===== src/rtl/mfp_ahb_lite_srec_dumper_pkg.sv =====
// Shared constants and types for the S-record dumper: record characters,
// S-record count/checksum bytes, AHB-Lite encodings, the dumper FSM states
// and small helpers.
package mfp_ahb_lite_srec_dumper_pkg;

  // Record characters and line terminators
  localparam logic [7:0] SREC_CHAR_S   = 8'h53;
  localparam logic [7:0] SREC_CHAR_3   = 8'h33;
  localparam logic [7:0] SREC_CHAR_7   = 8'h37;
  localparam logic [7:0] SREC_CR       = 8'h0D;
  localparam logic [7:0] SREC_LF       = 8'h0A;

  // Count bytes: S3 = 4 address + 4 data + 1 checksum, S7 = 4 address + 1 checksum
  localparam logic [7:0] SREC_S3_COUNT = 8'h09;
  localparam logic [7:0] SREC_S7_COUNT = 8'h05;
  // S7 terminator always carries address 0, so its checksum is fixed
  localparam logic [7:0] SREC_S7_CSUM  = 8'hFA;

  // AHB-Lite encodings
  localparam logic [1:0] HTRANS_IDLE   = 2'b00;
  localparam logic [1:0] HTRANS_NONSEQ = 2'b10;
  localparam logic [2:0] HSIZE_WORD    = 3'b010;
  localparam logic [2:0] HBURST_SINGLE = 3'b000;
  localparam logic [3:0] HPROT_DATA    = 4'b0011;

  typedef enum logic [2:0] {
    ST_IDLE = 3'd0,
    ST_ADDR = 3'd1,
    ST_DATA = 3'd2,
    ST_EMIT = 3'd3,
    ST_TERM = 3'd4,
    ST_FIN  = 3'd5
  } dump_state_e;

  // Uppercase ASCII hex digit
  function automatic logic [7:0] hex_char(input logic [3:0] n);
    return (n < 4'd10) ? (8'h30 + {4'h0, n}) : (8'h37 + {4'h0, n});
  endfunction

  // Reverse byte order of a 32-bit word
  function automatic logic [31:0] byte_swap(input logic [31:0] w);
    return {w[7:0], w[15:8], w[23:16], w[31:24]};
  endfunction

endpackage


===== src/rtl/mfp_srec_record_serializer.sv =====
// Serialises one S3 or S7 record into ASCII characters over a valid/ready
// handshake. A transfer happens on o_char_valid && i_char_ready; o_char_data
// is held stable while valid is high and ready is low. o_done pulses for one
// cycle after the final LF has been accepted.
module mfp_srec_record_serializer
  import mfp_ahb_lite_srec_dumper_pkg::*;
(
  input  logic        i_clk,
  input  logic        i_rst_n,
  input  logic        i_start,
  input  logic        i_is_s7,
  input  logic [31:0] i_addr,
  input  logic [31:0] i_data,
  output logic [7:0]  o_char_data,
  output logic        o_char_valid,
  input  logic        i_char_ready,
  output logic        o_done
);

  logic        r_valid;
  logic        r_done;
  logic        r_is_s7;
  logic [4:0]  r_idx;
  // Hex payload {count, address, [data,] checksum}, left-aligned; shifted
  // one nibble per emitted digit so the next digit is always [79:76].
  logic [79:0] r_payload;

  logic [7:0]  w_csum;
  logic [4:0]  w_ndig;
  logic [4:0]  w_dig_end;
  logic [4:0]  w_last_idx;
  logic [7:0]  w_char;

  // S3 checksum: ones' complement of the low byte of the byte sum
  always_comb begin
    w_csum = ~(SREC_S3_COUNT + i_addr[31:24] + i_addr[23:16] + i_addr[15:8] + i_addr[7:0]
               + i_data[31:24] + i_data[23:16] + i_data[15:8] + i_data[7:0]);
  end

  // Character selection: 'S', type, hex digits, CR, LF
  always_comb begin
    w_ndig     = r_is_s7 ? 5'd12 : 5'd20;
    w_dig_end  = w_ndig + 5'd2;
    w_last_idx = w_ndig + 5'd3;
    w_char     = SREC_LF;
    if (r_idx == 5'd0)           w_char = SREC_CHAR_S;
    else if (r_idx == 5'd1)      w_char = r_is_s7 ? SREC_CHAR_7 : SREC_CHAR_3;
    else if (r_idx < w_dig_end)  w_char = hex_char(r_payload[79:76]);
    else if (r_idx == w_dig_end) w_char = SREC_CR;
  end

  assign o_char_data  = r_valid ? w_char : 8'h00;
  assign o_char_valid = r_valid;
  assign o_done       = r_done;

  // Record sequencer: load on start, advance on each accepted character
  always_ff @(posedge i_clk or negedge i_rst_n) begin
    if (!i_rst_n) begin
      r_valid   <= 1'b0;
      r_done    <= 1'b0;
      r_is_s7   <= 1'b0;
      r_idx     <= 5'd0;
      r_payload <= 80'h0;
    end else begin
      r_done <= 1'b0;
      if (i_start) begin
        r_valid   <= 1'b1;
        r_is_s7   <= i_is_s7;
        r_idx     <= 5'd0;
        r_payload <= i_is_s7 ? {SREC_S7_COUNT, i_addr, SREC_S7_CSUM, 32'h0}
                             : {SREC_S3_COUNT, i_addr, i_data, w_csum};
      end else if (r_valid && i_char_ready) begin
        if (r_idx == w_last_idx) begin
          r_valid <= 1'b0;
          r_done  <= 1'b1;
        end else begin
          r_idx <= r_idx + 5'd1;
          if (r_idx >= 5'd2 && r_idx < w_dig_end) begin
            r_payload <= {r_payload[75:0], 4'h0};
          end
        end
      end
    end
  end

endmodule


===== src/rtl/mfp_ahb_lite_srec_dumper.sv =====
// Memory read-back engine: reads word_count words over AHB-Lite starting at
// start_address and emits each as an S3 record, then an S7 terminator. An
// error response aborts the dump without the terminator.
module mfp_ahb_lite_srec_dumper
  import mfp_ahb_lite_srec_dumper_pkg::*;
#(
  parameter int COUNT_WIDTH = 16
) (
  input  logic                   HCLK,
  input  logic                   HRESETn,
  input  logic                   big_endian,
  input  logic                   start,
  input  logic [31:0]            start_address,
  input  logic [COUNT_WIDTH-1:0] word_count,
  output logic [31:0]            HADDR,
  output logic [2:0]             HBURST,
  output logic                   HMASTLOCK,
  output logic [3:0]             HPROT,
  output logic [2:0]             HSIZE,
  output logic [1:0]             HTRANS,
  output logic [31:0]            HWDATA,
  output logic                   HWRITE,
  input  logic [31:0]            HRDATA,
  input  logic                   HREADY,
  input  logic                   HRESP,
  output logic [7:0]             char_data,
  output logic                   char_valid,
  input  logic                   char_ready,
  output logic                   busy,
  output logic                   done,
  output logic                   error
);

  dump_state_e            r_state;
  logic [31:0]            r_addr;
  logic [COUNT_WIDTH-1:0] r_remaining;
  logic                   r_be;
  logic [1:0]             r_htrans;
  logic                   r_busy;
  logic                   r_done;
  logic                   r_error;

  logic                   w_ser_start;
  logic                   w_ser_is_s7;
  logic [31:0]            w_ser_addr;
  logic [31:0]            w_rdata_ordered;
  logic                   w_ser_done;

  assign HADDR     = r_addr;
  assign HBURST    = HBURST_SINGLE;
  assign HMASTLOCK = 1'b0;
  assign HPROT     = HPROT_DATA;
  assign HSIZE     = HSIZE_WORD;
  assign HTRANS    = r_htrans;
  assign HWDATA    = 32'h0;
  assign HWRITE    = 1'b0;
  assign busy      = r_busy;
  assign done      = r_done;
  assign error     = r_error;

  // Put read data in address order: lowest-address byte at [31:24]
  assign w_rdata_ordered = r_be ? HRDATA : byte_swap(HRDATA);
  assign w_ser_addr      = w_ser_is_s7 ? 32'h0 : r_addr;

  // Kick the serializer on the cycle each record's contents become known
  always_comb begin
    w_ser_start = 1'b0;
    w_ser_is_s7 = 1'b0;
    case (r_state)
      ST_IDLE: begin
        w_ser_start = start && (word_count == '0);
        w_ser_is_s7 = 1'b1;
      end
      ST_DATA: w_ser_start = HREADY && !HRESP;
      ST_EMIT: begin
        w_ser_start = w_ser_done && (r_remaining == COUNT_WIDTH'(1));
        w_ser_is_s7 = 1'b1;
      end
      default: ;
    endcase
  end

  mfp_srec_record_serializer u_serializer (
    .i_clk        (HCLK),
    .i_rst_n      (HRESETn),
    .i_start      (w_ser_start),
    .i_is_s7      (w_ser_is_s7),
    .i_addr       (w_ser_addr),
    .i_data       (w_rdata_ordered),
    .o_char_data  (char_data),
    .o_char_valid (char_valid),
    .i_char_ready (char_ready),
    .o_done       (w_ser_done)
  );

  // AHB read FSM with registered bus and status outputs
  always_ff @(posedge HCLK or negedge HRESETn) begin
    if (!HRESETn) begin
      r_state     <= ST_IDLE;
      r_addr      <= 32'h0;
      r_remaining <= '0;
      r_be        <= 1'b0;
      r_htrans    <= HTRANS_IDLE;
      r_busy      <= 1'b0;
      r_done      <= 1'b0;
      r_error     <= 1'b0;
    end else begin
      r_done <= 1'b0;
      case (r_state)
        ST_IDLE: begin
          if (start) begin
            r_addr      <= {start_address[31:2], 2'b00};
            r_remaining <= word_count;
            r_be        <= big_endian;
            r_error     <= 1'b0;
            r_busy      <= 1'b1;
            if (word_count == '0) begin
              r_state <= ST_TERM;
            end else begin
              r_state  <= ST_ADDR;
              r_htrans <= HTRANS_NONSEQ;
            end
          end
        end
        ST_ADDR: begin
          if (HREADY) begin
            r_htrans <= HTRANS_IDLE;
            r_state  <= ST_DATA;
          end
        end
        ST_DATA: begin
          if (HREADY) begin
            if (HRESP) begin
              r_error <= 1'b1;
              r_busy  <= 1'b0;
              r_done  <= 1'b1;
              r_state <= ST_FIN;
            end else begin
              r_state <= ST_EMIT;
            end
          end
        end
        ST_EMIT: begin
          if (w_ser_done) begin
            r_addr      <= r_addr + 32'd4;
            r_remaining <= r_remaining - COUNT_WIDTH'(1);
            if (r_remaining == COUNT_WIDTH'(1)) begin
              r_state <= ST_TERM;
            end else begin
              r_state  <= ST_ADDR;
              r_htrans <= HTRANS_NONSEQ;
            end
          end
        end
        ST_TERM: begin
          if (w_ser_done) begin
            r_busy  <= 1'b0;
            r_done  <= 1'b1;
            r_state <= ST_FIN;
          end
        end
        ST_FIN:  r_state <= ST_IDLE;
        default: r_state <= ST_IDLE;
      endcase
    end
  end

endmodule


===== config.mk =====
export PLATFORM = sky130hd
export DESIGN_NAME = mfp_ahb_lite_srec_dumper
export DESIGN_NICKNAME = d
export VERILOG_FILES = /design/src/rtl/mfp_ahb_lite_srec_dumper_pkg.sv /design/src/rtl/mfp_srec_record_serializer.sv /design/src/rtl/mfp_ahb_lite_srec_dumper.sv
export SDC_FILE = /design/constraint.sdc
export NUM_CORES = 1
export LEC_CHECK = 0
export ABC_AREA = 1
export ABC_CLOCK_PERIOD_IN_PS = 6300
export CORE_MARGIN = 5
export CORE_UTILIZATION = 50
export CTS_CLUSTER_DIAMETER = 80
export DETAILED_ROUTE_END_ITERATION = 8
export HOLD_SLACK_MARGIN = 0.15
export PLACE_DENSITY = 0.76
export SLEW_MARGIN = 0
export SYNTH_ARGS = -nofsm -noshare
export SYNTH_HDL_FRONTEND = slang
export SYNTH_SLANG_ARGS = --single-unit

===== constraint.sdc =====
create_clock -name HCLK -period 6.3 [get_ports HCLK]
set_clock_uncertainty 0.2 [all_clocks]
set_input_delay 0.63 -clock HCLK [delete_from_list [all_inputs] [get_ports HCLK]]
set_output_delay 0.63 -clock HCLK [all_outputs]
set_load 0.02 [all_outputs]

Word-level counts from Yosys, hierarchy flattened
Cells that the tools add are included.
{"block": "classes", "add_sub_neg": 15, "order_cmp": 3, "n_eq_ne": 17, "muxes": 60, "n_bitwise": 1, "reduce_logical": 26}
{"operator": "$mux 80", "count": 4}
{"operator": "$mux 32", "count": 4}
{"operator": "$mux 76", "count": 1}
{"operator": "$pmux 32 s2", "count": 1}
{"operator": "$add 8x8->8", "count": 7}
{"operator": "$mux 8", "count": 5}
{"operator": "$add 32x3->32 const B", "count": 1}
{"operator": "$mux 16", "count": 2}
{"operator": "$pmux 16 s2", "count": 1}
{"operator": "$mux 3", "count": 10}
{"operator": "$mux 5", "count": 4}
{"operator": "$mux 1", "count": 17}
{"operator": "$eq 16x1->1 const B", "count": 1}
{"operator": "$logic_not 16->1", "count": 1}
{"operator": "$sub 16x1->16 const B", "count": 1}
{"operator": "$pmux 3 s5", "count": 1}
{"operator": "$add 6x4->7 const A", "count": 2}
{"operator": "$ne 2x2->1 const B", "count": 6}
{"operator": "$add 5x2->5 const B", "count": 2}
{"operator": "$eq 5x5->1", "count": 2}
{"operator": "$mux 2", "count": 5}
{"operator": "$reduce_and 5->1", "count": 2}
{"operator": "$reduce_bool 2->1", "count": 5}
{"operator": "$add 4x8->8 const A", "count": 1}
{"operator": "23 further kinds", "count": 36}
{"block": "totals", "regBits": 145, "input_bits": 87, "out_inout_bits": 90, "word_cells": 135}

Depth between registers and ports, before layout
{"block": "depth", "ltp_word": 15, "depth_mapped": 30, "depth_no_buf": 27}

Cells and area by module
Synthesis repeated with hierarchy kept, for this count alone.
{"block": "unflattened", "hier_cells": 1543, "hier_area_um2": 10606.4}
{"module": "mfp_srec_record_serializer", "n_inst": 1, "cells_per_inst": 709, "area_each_um2": 5779.3, "seq_area_each_um2": 2202.1}
{"module": "mfp_ahb_lite_srec_dumper", "n_inst": 1, "cells_per_inst": 834, "area_each_um2": 4827.1, "seq_area_each_um2": 1351.3}

Least setup slack after synthesis
Ideal clock, no wire load.
{"block": "synth_path", "kind": "reg-to-reg", "startpoint": "register r_be", "endpoint": "register u_serializer.r_payload[7]", "setup_time_ps": 117, "arrival_ps": 4654, "required_ps": 5983, "setup_slack_ps": 1330, "stages_incl_launch_ff": 26, "path_buffers": 3, "period_less_slack_ps": 4970, "cell_sequence": "dfrtp_1 > buf_2 > buf_1 > clkbuf_1 > o21ai_0 > fa_1 > inv_1 > fa_1 > fa_1 > inv_1 > fa_1 > inv_1 > ha_1 > a21o_1 > nand2_1 > nand3_1 > nand2_1 > nand2_1 > inv_1 > nand3_1 > nand2_1 > nand2_1 > nand3_1 > nand2_1 > nand2_1 > nand2_1"}
{"block": "synth_between", "elab_chain_len": 8}
{"item": "start, declared", "line": "mfp_ahb_lite_srec_dumper.sv:37", "rtl": "logic r_be;"}
{"item": "start signal, assigned", "line": "mfp_ahb_lite_srec_dumper.sv:114", "rtl": "r_be <= big_endian;"}
{"item": "$mux 32 (*)", "line": "mfp_ahb_lite_srec_dumper.sv:62", "rtl": "assign w_rdata_ordered = r_be ? HRDATA : byte_swap(HRDATA);"}
{"item": "$add 8x8->8 (3 in series)", "line": "mfp_srec_record_serializer.sv:37", "rtl": "+ i_data[31:24] + i_data[23:16] + i_data[15:8] + i_data[7:0]);"}
{"item": "$add 8x8->8 (*)", "line": "mfp_srec_record_serializer.sv:37"}
{"item": "$not 8->8 (*)", "line": "mfp_srec_record_serializer.sv:36", "rtl": "w_csum = ~(SREC_S3_COUNT + i_addr[31:24] + i_addr[23:16] + i_addr[15:8] + i_addr[7:0]"}
{"item": "$mux 76 (*)", "line": "mfp_srec_record_serializer.sv:70", "rtl": "r_payload <= i_is_s7 ? {SREC_S7_COUNT, i_addr, SREC_S7_CSUM, 32'h0}"}
{"item": "$mux 80 (*)", "line": "mfp_srec_record_serializer.sv:66", "rtl": "if (i_start) begin"}
{"item": "end signal, assigned", "line": "mfp_srec_record_serializer.sv:70"}
{"item": "end signal, assigned", "line": "mfp_srec_record_serializer.sv:79", "rtl": "r_payload <= {r_payload[75:0], 4'h0};"}
{"item": "end, declared", "line": "mfp_srec_record_serializer.sv:26", "rtl": "logic [79:0] r_payload;"}
Every way passes the cells marked *; elsewhere a longest branch is shown, timed or not.
A chain may end at the register's enable or synchronous reset.

Final worst setup path
{"block": "layout_path", "startpoint": "register r_be", "endpoint": "register u_serializer.r_payload[6]"}
The elaborated chain is that of the path after synthesis.

==> flow_summary.ini <==
[sta]
drv_slew = 0
relSlewSlack_pct = 46.0
setup_violations = 0
hold_violations = 0
clock.fmax_mhz = 182
tightest_slew_ns = 0.809
whs_ns = 0.281
grt_setup_unrepaired = no
setup-tns-final_ns = 0
min_period_over_period_pct = 87.4
min_period_ns = 5.50

[cells_and_area]
drive_gt1_share_pct = 4.16
n_antenna_cell = 0
post_layout_nonfiller_instances = 1785
area_delta_synth_final_pct = 16.6
layout.nets = 1652
nFillCells = 1841

[synthesis]
yosysMostFrequentCell = nand2_1
netlist.area_leader.share_pct = 34.6
ys_top_cells_by_count = nand2_1, inv_1, o21ai_0
synth_seq_cells = 142
synth-edff-count = 0
synth_flop_cell = dfrtp_1
syn_inst = 1416
synth-async-reset-ratio_pct = 100
yosys_warnings = 0
yosys.area.top_type = dfrtp_1
netlist-cell-type-count = 51
avgSynthCellArea_sq_um = 7.25
yosys-top-cells-area = dfrtp_1, nand2_1, o21ai_0, fa_1, inv_1
syn_area_sq_mm = 0.0103
ys_seq_area_share_pct = 34.6

[worst_setup_path]
cp_common_cell = fa_1
crit_chain = buf_4 -> inv_1 -> o21ai_0 -> fa_1 -> inv_1 -> fa_1 -> fa_1 -> inv_1 -> fa_1 -> inv_1 -> ha_1 -> fa_1 -> nand3_1 -> nand2_1 -> xor2_1 -> o21ai_0 -> nand2_1 -> nand2_1
crit_type = flop to flop
worst-path-buf-inv = 5
worst_setup_path_end_kind = flop
slowest_delay_ns = 0.62
crit_required_ns = 6.46
slowest_stage = o21ai_0
worst-r2r-cell-count = 18
critPathMaxFanout = 47
path_depth = 18
start_kind = flop
critPathTopFamily = adder cells
arrival_ns = 5.66

[grt]
grt_pass1_vias = 8730
grt_max_degree = 84
grt_use_total_pct = 23.1
antenna_found_initial = 0
grt_remaining_overflow = 0
grt_first_pass_wirelength_um = 44700

[route]
wl_um = 27300
drc = 0
vias_per_cell = 5.25
wl_per_cell_um = 15.3
vias = 9364
wl_met3_um = 2530
met1_length_um = 12100
ant_nets = 0
initialDrtViolationCount = 762
route.met2.wl_um = 12200
top_layer_used = met4
dr.pass1.iters = 5

[placed_design]
placedCellCount = 1752
finalWeightedCongestion = 0.902
port_buffers = 126
dp_hpwl_um = 19500

[clock_network]
clk_path_buf_depth = 2
clk_latency_ns = 0.43
hold_buffers = 1
cts.htree.levels = 4
cts_inserted_buffers = 17
cts_tree = built
cts_root_buf = clkbuf_16
clkTransAtPathRegs_ns = 0.06
post-cts-setup-buffer-count = 0
cts_sinks = 142
post_cts_resize_count = 0

[worst_hold_path]
worstHoldPathCells = 2
hold_path.class = flop to flop

[die]
core_area_sq_mm = 0.0202
dieArea_sq_mm = 0.0235
die_y_um = 153
fp.dieW_um = 153
start_util_pct = 50.7
std_cell_rows = 52
ios = 177

[status]
run_status = finished clean

[flow_run]
cap_viol_max_count = 0
==> cells in the final DEF, fill, tap and decap left out, types with 2 or more instances in the layout <==
cell type and instances:
o21ai_1 28, inv_2 6, clkbuf_16 17, nor2_2 3
clkinv_4 2, inv_1 176, or2_2 3, a22oi_1 2
a21oi_1 39, nand2_2 2, nand2_4 2, nor4_1 5
nor3_1 16, clkdlybuf4s50_1 125, a31oi_1 6, o22ai_1 22
nand4_1 11, ha_1 27, dfrtp_1 142, nor2_1 98
clkbuf_8 2, buf_4 7, mux2i_1 3, xnor2_1 3
a211oi_1 2, a22o_1 6, nand2_1 401, xor2_1 21
clkbuf_1 3, clkinv_2 5, nand3_1 49, conb_1 48
o211ai_1 4, o21ai_0 165, a21o_1 3, fa_1 36
nor2_4 3
==> stage by stage <==
stage,setup slack (ns),utilization (%),cell area (sq um)
floorplan,1.33,-,10400
global placement,0.942,56.3,11400
detailed placement,0.843,56.3,11400
CTS,0.824,59.1,12000
global route,0.485,59.1,12000
finish,0.796,59.1,12000
==> cells by family (layout without fill, tap and decap cells) <==
group / Yosys count / in the layout / synth area share, %
mux: 4 / 4 / 0.402
simple gates: 600 / 600 / 24.0
other cells: 2 / 48 / 0.0732
buf+inv: 297 / 350 / 13.6
xor+xnor: 24 / 24 / 2.05
fa+ha+maj: 63 / 63 / 10.3
flops: 142 / 142 / 34.6
compound gates: 284 / 284 / 14.9
==> metal layers <==
metal | GRT usage (%) | vias to the layer above
met3 | 5.71 | 35
met4 | 5.52 | 0
li1 | - | 4578
met2 | 35.3 | 412
met5 | 0 | -
met1 | 33.3 | 4339
==> worst paths after layout <==
kind,from,endpoint,slack (ns)
min,u_serializer.r_payload[60],u_serializer.r_payload[60],0.28
max in group asynchronous,HRESETn,u_serializer.r_payload[68],3.93
max reg2reg,r_be,u_serializer.r_payload[6],0.80
min in group asynchronous,HRESETn,u_serializer.r_is_s7,0.63
min reg2reg,u_serializer.r_payload[60],u_serializer.r_payload[60],0.28
max,r_be,u_serializer.r_payload[6],0.80
==> worst reg2reg max path, cell delays in order (launching register included) <==
cell	delay [ns]
dfrtp_1	0.32
buf_4	0.35
inv_1	0.34
o21ai_0	0.63
fa_1	0.53
inv_1	0.11
fa_1	0.46
fa_1	0.55
inv_1	0.08
fa_1	0.53
inv_1	0.05
ha_1	0.23
fa_1	0.41
nand3_1	0.10
nand2_1	0.06
xor2_1	0.13
o21ai_0	0.20
nand2_1	0.08
nand2_1	0.08
==> registers in the layout, indices dropped and copies added (netlist names) <==
signal / count
u_serializer.r_payload: 80
HADDR: 30
r_remaining: 16
u_serializer.r_idx: 5
r_state: 3
HTRANS: 1
busy: 1
done: 1
error: 1
r_be: 1
u_serializer.o_char_valid: 1
u_serializer.o_done: 1
u_serializer.r_is_s7: 1
==> final cells by class <==
cell class	instances	area [sq um]	share of cell area, %
Sequential cell	142	3550	29.7
Tap cell	270	338	2.82
Multi-Input combinational cell	1023	5500	46.0
Inverter	184	693	5.79
Clock buffer	22	464	3.88
Clock inverter	10	88.8	0.743
Timing Repair Buffer	134	1330	11.1
Power is not shown: default switching activity piles up to over one toggle a cycle in this logic, so the estimate is an artifact.
